<file path="config.mk">
export PLATFORM = sky130hd
export DESIGN_NAME = decode_branch_regfile
export DESIGN_NICKNAME = d
export VERILOG_FILES = /design/src/rtl/decode_branch_regfile.sv
export SDC_FILE = /design/constraint.sdc
export NUM_CORES = 1
export LEC_CHECK = 0
export BUFFER_PORTS_ARGS = -buffer_cell sky130_fd_sc_hd__buf_2
export CAP_MARGIN = 20
export CORE_MARGIN = 2
export CORE_UTILIZATION = 61
export DETAILED_ROUTE_END_ITERATION = 8
export PLACE_DENSITY = 0.77
export REMOVE_ABC_BUFFERS = 1
export SLEW_MARGIN = 20
export SYNTH_ARGS = -nofsm -noshare
export SYNTH_HDL_FRONTEND = slang
export SYNTH_SLANG_ARGS = --single-unit
</file>
<file path="constraint.sdc">
create_clock -name clk -period 15.8 [get_ports clk]
set_input_delay 0 -clock clk [delete_from_list [all_inputs] [get_ports clk]]
set_output_delay 0 -clock clk [all_outputs]
set_load 0.01 [all_outputs]
</file>
<file path="src/rtl/decode_branch_regfile.sv">
// Decode-stage datapath: 16x32 register file, branch equality compare,
// and branch-offset generation from a 19-bit immediate.
module decode_branch_regfile (
  input  logic        clk,
  input  logic        rst,
  input  logic [3:0]  Ra,
  input  logic [3:0]  Rb,
  input  logic [3:0]  Rd,
  input  logic        RWrite,
  input  logic        DataInputON,
  input  logic [31:0] DataInput,
  input  logic        Branch,
  input  logic [18:0] Imm,
  output logic [31:0] Data1,
  output logic [31:0] Data2,
  output logic [31:0] ImmExtend,
  output logic [31:0] BranchDir,
  output logic [3:0]  RD,
  output logic        PCSelect
);

  logic [31:0] regs [16];
  logic        eq;

  assign RD = RWrite ? Rd : Rb;

  // No bypass: reads see the stored value until the writing edge.
  assign Data1 = regs[Ra];
  assign Data2 = regs[Rb];

  always_ff @(posedge clk or posedge rst) begin
    if (rst) begin
      for (int i = 0; i < 16; i++) begin
        regs[i] <= '0;
      end
    end else if (DataInputON) begin
      regs[RD] <= DataInput;
    end
  end

  assign eq       = (Data1 == Data2);
  assign PCSelect = eq & Branch;

  assign ImmExtend = {{13{Imm[18]}}, Imm};
  assign BranchDir = {ImmExtend[29:0], 2'b00};

endmodule

</file>
After elaboration in Yosys (flattened, before gate mapping)
Index checks and enable logic that the tools add are counted.
{ "totals": {"wordCells": 36, "regBits": 512, "in_bits": 68} }
{ "op_classes": {"order_cmp": 4, "bitwise": 4, "n_reduce_logical": 1, "muxes": 10, "eq_ne": 1} }
{ "op_table": {"columns": ["op", "n"], "rows": [
  ["512-bit bitwise mux", 1],
  ["32-bit binary-select mux with 4-bit select", 2],
  ["32-bit two-way mux", 5],
  ["32-bit demux with 4-bit select", 1],
  ["32-bit equality test", 1],
  ["5-bit greater-or-equal comparator, second input constant", 3],
  ["4-bit inverter with 5-bit output", 3],
  ["5-bit by 1-bit less-than comparator with 1-bit output, second input constant", 1],
  ["4-bit two-way mux", 1],
  ["1-bit AND", 1],
  ["1-bit logical AND", 1]
]} }

Longest topological paths before layout
Gate-level depths: netlist of the first run.
{ "logic_depth": {"depth_word": 7, "depth_mapped": 11} }

Worst setup path after synthesis of the first run
OpenSTA, ideal clock, no wires.
{ "synth_timing": {"path_kind": "input to output", "from": "input port Ra[1]", "to": "output port PCSelect", "path_slack_ns": 13.564, "t_required_ns": 15.800, "t_arrival_ns": 2.236, "cell_stages": 10, "path_cell_list": "buf_2 > clkbuf_1 > clkbuf_1 > mux4_2 > a22oi_1 > nand2_1 > xor2_1 > nor4_1 > nand4_1 > nor3_2"} }
{ "synth_via": {"elab_chain_len": 6} }
{ "synth_rtl": {"columns": ["element", "line_no", "source"], "rows": [
  ["start, declared", "6", "input logic [3:0] Ra,"],
  ["4-bit inverter with 5-bit output (implied by the code)", "28", "assign Data1 = regs[Ra];"],
  ["32-bit binary-select mux with 4-bit select", "28", null],
  ["32-bit two-way mux (implied by the code) (2 in a row)", "28", null],
  ["via Data1[29]", "14", "output logic [31:0] Data1,"],
  ["32-bit equality test", "41", "assign eq = (Data1 == Data2);"],
  ["1-bit AND", "42", "assign PCSelect = eq & Branch;"],
  ["end, declared", "19", "output logic PCSelect"]
]} }
The timed path passes the listed nets, and every way through them passes these cells. The select of a mux whose other input is x is not followed.

Worst setup path in the final report of the first run
{ "layout_timing": {"from": "input port Rb[1]", "to": "output port PCSelect"} }
{ "layout_via": {"elab_chain_len": 6} }
{ "layout_rtl": {"columns": ["element", "line_no", "source"], "rows": [
  ["start, declared", "7", "input logic [3:0] Rb,"],
  ["4-bit inverter with 5-bit output (implied by the code)", "29", "assign Data2 = regs[Rb];"],
  ["32-bit binary-select mux with 4-bit select", "29", null],
  ["32-bit two-way mux (implied by the code) (2 in a row)", "29", null],
  ["32-bit equality test", "41", null],
  ["1-bit AND", "42", null]
]} }
Every way passes these cells. The select of a mux whose other input is x is not followed.

==> impl_metrics.tcl, run 1 <==
set metrics [dict create \
    status "finished clean" \
    setup_viol 0 \
    finalSetupTns_ps 0 \
    ys_ff_latch 512 \
    powerDensity_nw_per_um2 152 \
    grt_pass1_wl_microns 111000 \
    skew_ps 0 \
    netlist_area_sq_um 27500 \
    max_stage_delay_ps 960 \
    num_vias 16751 \
    wirelength_microns 73100 \
    die_w_microns 216 \
    stdcell_count 2390 \
    clk_path_buf_depth 3 \
    dp.final_hpwl_microns 41900 \
    reg_top3 "regs x512" \
    place.gp.congestion 0.775 \
    core-area_sq_um 44400 \
    grt_pass1_vias 17808 \
    post_dp_cell_area_sq_um 28000 \
    root_buffer "clkbuf_16" \
    path_class "input port to output port" \
    start_util 0.620 \
    hp-class "input port to output port" \
    post_cts_buffers 0 \
    largest_reg_flops 512 \
    n_antenna_cell 0 \
    antenna_found_initial 0 \
    wire_per_inst_microns 30.6 \
    fin_crit_sh 0.249 \
    dp.cells 2259 \
    nFillCells 3041 \
    port_buffers 117 \
    worst_pin_slew_ps 1130 \
    seq_area_sq_um 12800 \
    io_pins 201 \
    setup_ws_ps 11870 \
    clock_latency_ps 610 \
    ant_nets 0 \
    slew_violations 0 \
    htreeDepth 2 \
    synth-seq-area-share 0.465 \
    cap_viol_max_count 0 \
    crit_slowest_cell "buf_4" \
    critPathTopFamily "buffers and inverters" \
    crit_fanout 68 \
    top_register "regs" \
    cp-start-kind "input port" \
    synth_cells 1740 \
    grtUsageTotal 0.321 \
    row_count 77 \
    drive_gt1_frac 0.587 \
    critPathBufInv 3 \
    cts_tree "yes" \
    rsz0062_at_grt "no" \
    required_ps 15800 \
    min_period_ps 3930 \
    multiInputGateArea_sq_um 13500 \
    die_h_microns 216 \
    grt_max_degree 169 \
    synth_cell_types 27 \
    drc 0 \
    max_freq_ghz 0.254 \
    finalHoldViolCount 0 \
    layout.nets 1826 \
    hold_slack_ps 0.162 \
    ys.warnings.count 0 \
    p_total_mw 4.57 \
    layout_common_cells "mux2_2, dfrtp_1, mux4_2" \
    critPathCaptureType "output port" \
    worstPathCellList "buf_6 -> buf_4 -> mux4_2 -> a22oi_1 -> nand2_1 -> xor2_1 -> nor4_1 -> nand4_1 -> nor3_2 -> buf_2" \
    grt_overflow 0 \
    post_drt_via_cell_ratio 7.01 \
    synth_area_per_cell_sq_um 15.8 \
    numCtsBuffers 54 \
    drtIter0Drc 1561 \
    clkSinkCount 512 \
    p_leak_nw 12.5 \
    irDropWorstVdd_v 0.000107 \
    first_pass_iters 7 \
    area_growth_syn_to_layout_pct 9.49 \
    fin_util 0.679 \
    max_slew_margin 0.250 \
    final_cell_area_sq_um 30200 \
    die_area_sq_um 46900 \
    cp.arrival_ps 3930 \
    dp_slack_ps 11720 \
]
## path summary, 6_finish.rpt
path,slack (ps),startpoint,end,depth (start not counted)
setup / recovery,11870,Rb[1],PCSelect,10
hold / removal,0.2,Imm[2],BranchDir[4],0
setup reg to reg,15000,regs[347],regs[347],1
hold reg to reg,520,regs[190],regs[190],1
max in group asynchronous,13570,rst,regs[375],6
min in group asynchronous,460,rst,regs[197],4
## cells by family after synthesis
| kind of cell | after synthesis | synth area share |
|---|---|---|
| compound gates | 88 | 0.0249 |
| mux | 792 | 0.436 |
| xor+xnor | 32 | 0.0102 |
| flops | 512 | 0.465 |
| other cells | 1 | 0.000136 |
| buf+inv | 227 | 0.0490 |
| simple gates | 88 | 0.0141 |
## per-layer routing
layer / vias up / track usage / wire (microns)
li1: 6714 / - / -
met1: 9092 / 0.457 / 29900
met2: 790 / 0.497 / 34700
met3: 155 / 0.0762 / 6190
met4: 0 / 0.102 / 2300
met5: - / 0.00521 / 0
## timing repair
| action | CTS | global route |
|---|---|---|
| hold buffers | 33 | 1 |
| hold endpoints to repair | 649 | 36 |
| resized for setup | 0 | 0 |
## cells in the mapped netlist (all sizes together)
cell,n,area (sq um)
conb,1,3.75
nor2b,4,25.0
a22oi,88,686
mux4,276,6220
nor4,7,50.1
buf,155,1080
xnor2,1,8.76
nand3,6,30.0
mux2i,4,40.0
nand4,1,6.26
nor3,2,15.0
nand2,48,183
xor2,31,272
clkbuf,67,251
nor2,18,67.6
inv,5,18.8
and2,2,12.5
mux2,512,5770
dfrtp,512,12800
## final cells by class
cell class	count	share of cell area
Inverter	5	0.000871
Clock inverter	18	0.00610
Sequential cell	512	0.425
Clock buffer	78	0.0528
Timing Repair Buffer	183	0.0415
Multi-Input combinational cell	1002	0.449
Tap cell	592	0.0246
## power by group
part / internal (mW) / leakage [nW] / switching [mW] / total (mW)
registers: 1.72 / 6.28 / 0.303 / 2.03
logic: 0.779 / 5.36 / 0.497 / 1.28
clock network: 0.744 / 0.889 / 0.527 / 1.27
Power figures use the tool's default switching activity.
==> run 2: changes to the inputs <==
--- a/config.mk
+++ b/config.mk
@@ -5,10 +5,11 @@
 export SDC_FILE = /design/constraint.sdc
 export NUM_CORES = 1
 export LEC_CHECK = 0
+export ABC_AREA = 1
 export BUFFER_PORTS_ARGS = -buffer_cell sky130_fd_sc_hd__buf_2
 export CAP_MARGIN = 20
 export CORE_MARGIN = 2
-export CORE_UTILIZATION = 61
+export CORE_UTILIZATION = 62
 export DETAILED_ROUTE_END_ITERATION = 8
 export PLACE_DENSITY = 0.77
 export REMOVE_ABC_BUFFERS = 1
==> constraint.sdc (replaced) <==
create_clock -name clk -period 3.85 [get_ports clk]
set_input_delay 0 -clock clk [delete_from_list [all_inputs] [get_ports clk]]
set_output_delay 0 -clock clk [all_outputs]
set_load 0.01 [all_outputs]
==> impl_metrics.tcl, run 2 <==
set metrics [dict create \
    ys_ff_latch 512 \
    synth-simple-area-share 0.254 \
    setup_viol 0 \
    crit_path_frequent_cell "nand3_1" \
    synth_top_area_share 0.427 \
    grtUsageTotal 0.370 \
    io_pins 201 \
    hp-class "input port to output port" \
    top_register "regs" \
    irDropWorstVdd_v 0.000478 \
    place.gp.congestion 0.834 \
    ys.warnings.count 0 \
    finalHoldViolCount 0 \
    status "finished clean" \
    yosys-top-cells-count "nand2_1, nand3_1, dfrtp_1" \
    start_util 0.629 \
    synthMuxAreaShare 0 \
    largest_reg_flops 512 \
    cap_viol_max_count 0 \
    cp.arrival_ps 2950 \
    clock_latency_ps 620 \
    yosys_most_used_dff "dfrtp_1" \
    rsz0062_at_grt "no" \
    worstPathCellList "or2_2 -> nand3_1 -> nand3_1 -> nand3_1 -> nand2_1 -> nand3_1 -> nand2_1 -> nor2_1 -> nand2_1 -> nor2_1 -> nand3_1 -> nor2_1 -> buf_2" \
    max_stage_delay_ps 390 \
    antenna_found_initial 0 \
    die_w_microns 224 \
    first_pass_iters 6 \
    htreeDepth 2 \
    max_freq_ghz 0.340 \
    die_h_microns 224 \
    cts_tree "yes" \
    p_leak_nw 15.6 \
    crit_slowest_cell "dfrtp_1" \
    reg_top3 "regs x512" \
    synth.area.top_cells "dfrtp_1, nand2_1, nand3_1" \
    required_ps 3850 \
    wire_per_inst_microns 20.1 \
    fin_crit_sh 0.765 \
    skew_ps 0 \
    drc 0 \
    drive_gt1_frac 0.0765 \
    synth-edff-count 0 \
    clk_path_buf_depth 3 \
    numCtsBuffers 55 \
    root_buffer "clkbuf_16" \
    min_period_ps 2950 \
    grt_pass1_wl_microns 145000 \
    grt_overflow 0 \
    post_cts_buffers 0 \
    cp-start-kind "register" \
    dp.final_hpwl_microns 49100 \
    critPathBufInv 1 \
    netlist_area_sq_um 30000 \
    ant_nets 0 \
    dp_slack_ps 1110 \
    num_vias 28145 \
    max_slew_margin 0.292 \
    path_class "register to output port" \
    wirelength_microns 92900 \
    critPathTopFamily "simple AND/OR/NAND/NOR gates" \
    synth_top_family_by_area "simple AND/OR/NAND/NOR gates" \
    grt_pass1_vias 25884 \
    synth.most_common_cell "nand2_1" \
    synth_compound_area_frac 0.190 \
    n_antenna_cell 0 \
    grt_max_degree 191 \
    synth-seq-area-share 0.427 \
    postSynth.asyncResetShare 1.00 \
    critPathCaptureType "output port" \
    setup_ws_ps 905 \
    layout_common_cells "nand2_1, nand3_1, dfrtp_1" \
    clk_pin_slew_ps 60 \
    drtIter0Drc 3602 \
    p_total_mw 17.7 \
    synth_cell_types 30 \
    row_count 80 \
    synth_fa_ha_area_frac 0 \
    core-area_sq_um 47700 \
    area_growth_syn_to_layout_pct 5.79 \
    worst_pin_slew_ps 1060 \
    mostFrequentLayoutCell "nand2_1" \
    die_area_sq_um 50200 \
    crit_fanout 3 \
    synth_area_per_cell_sq_um 7.30 \
    slew_violations 0 \
    clkSinkCount 512 \
    layout.nets 4026 \
    post_drt_via_cell_ratio 6.10 \
    port_buffers 117 \
    synth-xor-area-share 0.00204 \
    yosysTopAreaCell "dfrtp_1" \
    powerDensity_nw_per_um2 558 \
    synth_cells 4113 \
]
[run 2: cell types whose count changed after synthesis, sizes merged, moves of 88 or more]
cell / change
inv: +391
buf: +175
mux2: -512
nand2: +1115
o21ai: +632
o211ai: +260
a22oi: -88
mux4: -276
nand3: +514
a21oi: +114
[run 2: kinds of logic after synthesis]
kind of cell              Yosys count
xor gates and xnor gates            7
AOI/OAI and AO/OA                1006
and+or+nand+nor                  1790
other                               1
buffers and inverters             797
DFF                               512
[run 2: stage by stage]
| step | setup TNS [ps] | utilization | std cells | hold slack [ps] | area, sq um |
|---|---|---|---|---|---|
| 2_1_floorplan | -5350320 | - | 3713 | 0 | 27700 |
| 3_3_place_gp | 0 | 0.620 | 4483 | 0.135 | 29600 |
| 3_5_place_dp | 0 | 0.620 | 4483 | 0.135 | 29600 |
| 4_1_cts | 0 | 0.665 | 4615 | 0.135 | 31800 |
| 5_1_grt | 0 | 0.665 | 4615 | 0.145 | 31800 |
| 6_report | 0 | 0.665 | 4615 | 0.0563 | 31800 |
[run 2: cell type report]
| cell class | count | area [sq um] |
|---|---|---|
| clock buffer | 80 | 1600 |
| clock inverter | 19 | 210 |
| sequential | 512 | 12800 |
| timing repair buffer | 188 | 1440 |
| fill | 4288 | 16000 |
| tap | 615 | 769 |
| inverter | 396 | 1500 |
| multi-input combinational | 2805 | 13400 |
[run 2: power breakdown]
part           leakage (nW)  switching [mW]  internal (mW)
Combinational          8.20            2.80           1.67
Clock                 0.903            2.25           3.14
Sequential             6.51           0.983           6.88
[run 2: worst register-to-register path, delay by kind of cell, from the launching register on]
family           cells  cell delay (ps)
AO/OA/AOI/OAI        1              150
flip-flops           1              390
AND/OR/NAND/NOR      1               80
[run 2: path summary, 6_finish.rpt]
kind	startpoint	end	slack, ps	cells past startpoint
max in group asynchronous	rst	regs[151]	2610	4
max reg2reg	regs[77]	regs[77]	3060	2
min reg2reg	regs[21]	regs[21]	480	2
min in group asynchronous	rst	regs[62]	150	3
max	regs[227]	PCSelect	900	13
min	Imm[15]	ImmExtend[15]	0.06	0
[run 2: per-layer routing]
| metal | part of all wire | global-route usage | vias up | routed length, microns |
|---|---|---|---|---|
| li1 | - | - | 13192 | - |
| met1 | 0.41 | 0.499 | 13160 | 38000 |
| met2 | 0.45 | 0.586 | 1538 | 41800 |
| met3 | 0.098 | 0.0661 | 253 | 9070 |
| met4 | 0.043 | 0.167 | 2 | 4030 |
| met5 | 0.00038 | 0.0108 | - | 35 |
[run 2: what timing repair did]
item                                   in CTS  in global routing
endpoints found under the hold margin     636                  0
hold buffers                               33                  0
gates resized for setup                     0                  0
